## config.mk

```make
export PLATFORM = sky130hd
export DESIGN_NAME = exe_stage
export DESIGN_NICKNAME = d
export VERILOG_FILES = /design/src/rtl/exe_stage.sv
export SDC_FILE = /design/constraint.sdc
export NUM_CORES = 1
export LEC_CHECK = 0
export BUFFER_PORTS_ARGS = -buffer_cell sky130_fd_sc_hd__buf_2
export CORE_MARGIN = 2
export CORE_UTILIZATION = 40
export CTS_BUF_LIST = sky130_fd_sc_hd__clkbuf_4
export DETAILED_ROUTE_END_ITERATION = 7
export PLACE_DENSITY = 0.61
export SLEW_MARGIN = 10
export SYNTH_ARGS = -nofsm -noshare
export SYNTH_HDL_FRONTEND = slang
export SYNTH_SLANG_ARGS = --single-unit
```

## constraint.sdc

```tcl
create_clock -name clk -period 4.48 [get_ports clk]
set_clock_uncertainty 0.2 [all_clocks]
set_input_delay 0.448 -clock clk [delete_from_list [all_inputs] [get_ports clk]]
set_output_delay 0.448 -clock clk [all_outputs]
set_load 0.03 [all_outputs]
```

## src/rtl/exe_stage.sv

```systemverilog
// exe_stage: execute stage of the five-stage ARM pipeline.
// Runs the ALU selected by the execute command, keeps the NZCV status
// register, resolves branch targets, and registers results into the EXE/MEM
// boundary for the memory stage.
module exe_stage #(
   parameter int W = 32
) (
   input  logic         clk,
   input  logic         rst_n,
   input  logic         freeze,
   input  logic         valid_in,
   input  logic [3:0]   exe_cmd,
   input  logic         wb_en_in,
   input  logic         mem_r_en_in,
   input  logic         mem_w_en_in,
   input  logic         b_in,
   input  logic         s_in,
   input  logic [W-1:0] val1,
   input  logic [W-1:0] val2,
   input  logic [W-1:0] st_val_in,
   input  logic [3:0]   dest_in,
   input  logic [W-1:0] pc_in,
   input  logic [23:0]  imm24,
   output logic         branch_taken,
   output logic [W-1:0] branch_addr,
   output logic [3:0]   status,
   output logic         mem_wb_en,
   output logic         mem_r_en,
   output logic         mem_w_en,
   output logic         mem_valid,
   output logic [W-1:0] mem_alu_res,
   output logic [W-1:0] mem_st_val,
   output logic [3:0]   mem_dest
);

   localparam logic [3:0] CMD_MOV = 4'b0001;
   localparam logic [3:0] CMD_MVN = 4'b1001;
   localparam logic [3:0] CMD_ADD = 4'b0010;
   localparam logic [3:0] CMD_ADC = 4'b0011;
   localparam logic [3:0] CMD_SUB = 4'b0100;
   localparam logic [3:0] CMD_SBC = 4'b0101;
   localparam logic [3:0] CMD_AND = 4'b0110;
   localparam logic [3:0] CMD_ORR = 4'b0111;
   localparam logic [3:0] CMD_EOR = 4'b1000;

   logic [3:0]   status_q, status_d;
   logic         wbEn_q, memREn_q, memWEn_q, memValid_q;
   logic [W-1:0] aluRes_q, stVal_q;
   logic [3:0]   dest_q;

   logic [W-1:0] aluRes_d;
   logic [W:0]   sum;
   logic [W-1:0] addB;
   logic         carryIn;
   logic         cFlag, vFlag;

   // ALU: subtraction reuses the adder as val1 + ~val2 + carry-in, so the
   // carry out is directly ARM's NOT-borrow and SBC's carry-in is simply C.
   always_comb begin
      aluRes_d = '0;
      addB     = val2;
      carryIn  = 1'b0;
      sum      = '0;
      cFlag    = status_q[1];
      vFlag    = status_q[0];
      case (exe_cmd)
         CMD_MOV: aluRes_d = val2;
         CMD_MVN: aluRes_d = ~val2;
         CMD_ADD, CMD_ADC: begin
            carryIn  = (exe_cmd == CMD_ADC) ? status_q[1] : 1'b0;
            sum      = {1'b0, val1} + {1'b0, val2} + {{W{1'b0}}, carryIn};
            aluRes_d = sum[W-1:0];
            cFlag    = sum[W];
            vFlag    = (val1[W-1] == val2[W-1]) && (aluRes_d[W-1] != val1[W-1]);
         end
         CMD_SUB, CMD_SBC: begin
            addB     = ~val2;
            carryIn  = (exe_cmd == CMD_SUB) ? 1'b1 : status_q[1];
            sum      = {1'b0, val1} + {1'b0, addB} + {{W{1'b0}}, carryIn};
            aluRes_d = sum[W-1:0];
            cFlag    = sum[W];
            vFlag    = (val1[W-1] != val2[W-1]) && (aluRes_d[W-1] != val1[W-1]);
         end
         CMD_AND: aluRes_d = val1 & val2;
         CMD_ORR: aluRes_d = val1 | val2;
         CMD_EOR: aluRes_d = val1 ^ val2;
         default: aluRes_d = '0;
      endcase
      status_d = {aluRes_d[W-1], (aluRes_d == '0), cFlag, vFlag};
   end

   // Branch target is PC+4 plus the word-scaled signed offset; not frozen.
   always_comb begin
      branch_taken = b_in & valid_in;
      branch_addr  = pc_in + {{(W-26){imm24[23]}}, imm24, 2'b00};
   end

   // Status register: only a real, unstalled flag-setting instruction updates it.
   always_ff @(posedge clk or negedge rst_n) begin
      if (!rst_n) begin
         status_q <= 4'b0000;
      end else if (s_in && valid_in && !freeze) begin
         status_q <= status_d;
      end
   end

   // EXE/MEM register: bubbles clear the control bits, data passes as presented.
   always_ff @(posedge clk or negedge rst_n) begin
      if (!rst_n) begin
         wbEn_q     <= 1'b0;
         memREn_q   <= 1'b0;
         memWEn_q   <= 1'b0;
         memValid_q <= 1'b0;
         aluRes_q   <= '0;
         stVal_q    <= '0;
         dest_q     <= '0;
      end else if (!freeze) begin
         wbEn_q     <= wb_en_in & valid_in;
         memREn_q   <= mem_r_en_in & valid_in;
         memWEn_q   <= mem_w_en_in & valid_in;
         memValid_q <= valid_in;
         aluRes_q   <= aluRes_d;
         stVal_q    <= st_val_in;
         dest_q     <= dest_in;
      end
   end

   assign status      = status_q;
   assign mem_wb_en   = wbEn_q;
   assign mem_r_en    = memREn_q;
   assign mem_w_en    = memWEn_q;
   assign mem_valid   = memValid_q;
   assign mem_alu_res = aluRes_q;
   assign mem_st_val  = stVal_q;
   assign mem_dest    = dest_q;

endmodule

```

==> impl_metrics.csv <==
group,metric,value,unit
clock_network,clk_pin_slew,170,ps
setup_path,cp.arrival,4490,ps
final_layout,utilization,0.509,
global_route,track_usage,0.278,
sta,period_share,0.953,
setup_path,worstSetupEndpoint,"status[2]",
final_layout,fillers,2666,
sta,finalMaxSlewViolations,0,
clock_network,clock-root-buffer,"clkbuf_4",
sta,worstMarginPinSlew,1150,ps
placed_design,place_congestion,1.01,
routing,drtIter0Drc,994,
final_layout,num-nets-final,2048,
routing,ant_nets,0,
synth,avgSynthCellArea,7.70,um^2
hold_path,worstHoldStart,"val1[31]",
synth,synth_top_area_frac,0.175,
setup_path,critPathRequiredTime,4700,ps
final_layout,stdcell_count,2099,
floorplanning,die_h,169,um
synth,synthArstFlopShare,1.00,
clock_network,htree_levels,3,
setup_path,reg2regPathDepth,18,
sta,slew_headroom,0.227,
sta,setup_viol,0,
synth,syn-num-nets,1709,
global_route,grt_overflow,0,
synth,yosys-top-cells-area,"dfrtp_1 (17%), ha_1 (14%), a21oi_1 (5.6%)",
run_status,status,"finished, final reports clean",
power,power_density,241,nW/um^2
routing,drc,0,
global_route,grt_max_degree,83,
setup_path,timing.rr.end,"status[2]",
routing,wire_per_inst,19.5,um
floorplanning,dieArea,28500,um^2
routing,wl,40.9,mm
setup_path,r2r_slack,210,ps
setup_path,cp_max_fo,3,
placed_design,place_inst,2040,
final_layout,area.growth.synth_to_final,25.4,%
floorplanning,start_util,0.406,
synth,synthSimpleGateAreaFrac,0.182,
clock_network,clock_sinks,76,
synth,synth_top_cell_by_area,"dfrtp_1",
final_layout,final_common_cell,"buf_2",
sta,grt_setup_unrepaired,"true",
floorplanning,coreArea,26800,um^2
final_layout,mostFrequentLayoutCells,"buf_2 (271), inv_1 (134), ha_1 (124), a21oi_1 (122), nor2_1 (109)",
routing,via_count,12300,
synth,ys_warn_count,0,
synth,synth_edf_count,0,
routing,viasPerCell,5.87,
synth,synth_cell_types,88,
synth,synth_area,10900,um^2
sta,finalHoldViolations,0,
clock_network,clock_insertion_delay_worst_skew,480,ps
global_route,grt_pass1_vias,11800,
clock_network,cts_buffers,9,
setup_path,worstSetupPathType,"reg -> reg",
power,p_leak,6.56,nW
synth,synth_ff_type,"dfrtp_1",
final_layout,regArea,1900,um^2
sta,layout_setup_ws,211,ps
synth,synth_mux_area_frac,0.0735,
synth,synth_top_family_by_area,"compound AO/OA/AOI/OAI gates",
placed_design,dp_hpwl,31.7,mm
synth,synth_xor_area_frac,0.0282,
synth,synthAdderAreaFrac,0.152,
clock_network,clk_path_buf_depth,2,
setup_path,worstSetupEndpointType,"flop",
synth,synth_compound_area_frac,0.311,
job,maxCapViolCount,0,
clock_network,cts_tree,"built",
synth,syn_inst,1411,
setup_path,worstSetupStartpointType,"flop",
final_layout,drive_gt1_frac,0.274,
placed_design,place_area,13100,um^2
floorplanning,ios,278,
sta,fmax,234,MHz
setup_path,setup.worst_path.start,"status[1]",
floorplanning,die_w,169,um
routing,firstDrtPassIters,5,
power,peakVddDrop,0.143,mV
global_route,grt_pass1_wl,63.5,mm
placed_design,numPortBuffers,273,
floorplanning,rows,60,
setup_path,r2r-start,"status[1]",
hold_path,hold_path.class,"in -> reg",
placed_design,pre_cts_slack,-177,ps
synth,ys_seq_area_frac,0.175,
global_route,antenna_found_initial,4,
sta,period_needed,4270,ps
final_layout,post-route-cell-area,13600,um^2
synth,synth-seq-cells,76,
final_layout,multi_input_area,8160,um^2
critical path, stage by stage (launching register included):
cell,delay [ps]
dfrtp_1,430
inv_1,90
nand2_1,70
fa_1,380
inv_1,80
fa_1,200
o21bai_2,120
a2111oi_4,390
o211a_4,240
buf_4,120
o21ai_0,90
a21o_1,190
mux2_2,250
a22oi_1,220
nand4_1,160
nor4_1,320
buf_4,180
nand4_1,140
o41ai_2,340
registers in the layout (all words and copies together) (netlist names):
register,cells
mem_w_en,1
mem_st_val,32
mem_alu_res,32
mem_wb_en,1
status,4
mem_r_en,1
mem_valid,1
mem_dest,4
cell usage after synthesis, types with 11 or more instances:
cell type and instances:
dfrtp_1 76, nand4_1 11, o21a_1 11, a221o_1 12, inv_1 134, o22ai_1 17, and2_1 13, o31ai_1 19
mux2_2 54, nor3_1 49, nand2_1 87, o21bai_1 11, a21oi_1 122, o21ai_0 86, nor2b_1 19, buf_2 26
a211oi_1 22, o211ai_1 18, ha_1 124, nand3_1 33, xnor2_1 27, mux2i_1 19, o221ai_1 12, clkbuf_1 45
a21o_1 29, nor4_1 14, nor2_1 110, a31oi_1 16
cell type report:
type,instances,share of cell area
inverter,134,0.0369
clock buffer,9,0.00496
timing repair buffer,408,0.183
antenna,3,0.000551
sequential,76,0.140
multi-input combinational,1121,0.599
tap,341,0.0313
clock inverter,7,0.00477
how the worst min path moves through the flow:
stage,to,slack [ps],cells after the start
floorplan,mem_alu_res[0],-50,0
global placement,mem_alu_res[27],230,1
detailed placement,mem_alu_res[27],240,1
CTS,status[0],130,4
global route,status[0],200,4
finish,status[0],150,4
kinds of logic (layout without fill, tap and decap cells):
group	after synthesis	after routing
other	0	3
XOR/XNOR	35	35
buffers and inverters	214	558
multiplexers	73	73
AND/OR/NAND/NOR	397	397
adder cells (fa/ha/maj)	129	129
flip-flops	76	76
AO/OA/AOI/OAI	487	487
routing by layer:
metal / track usage / part of all wire / vias to the layer above
met5: 0 / 0 / -
met2: 0.456 / 0.46 / 570
met3: 0.0376 / 0.076 / 99
met4: 0.120 / 0.038 / 0
met1: 0.366 / 0.43 / 5775
li1: - / - / 5870
where the power goes:
part           internal (mW)  switching, mW  leakage, nW
clock                  0.128          0.356       0.0710
sequential             0.785         0.0478        0.907
combinational          0.734           1.23         5.58
total                   1.65           1.64         6.56
through the flow:
stage	total power [mW]	hold slack, ps	TNS, ps
3_5_place_dp	2.75	240	-177
2_1_floorplan	2.10	-47.6	0
6_report	3.28	149	0
4_1_cts	3.28	131	0
5_1_grt	3.49	197	-15.8
3_3_place_gp	2.74	232	-23.4
what timing repair did:
action                                 CTS  global route
resized for setup                        0             5
endpoints found under the hold margin   68             0
hold buffers                            40             0
setup endpoints to repair                0             3
setup buffers                            0             0
(Power assumes the default switching activity.)
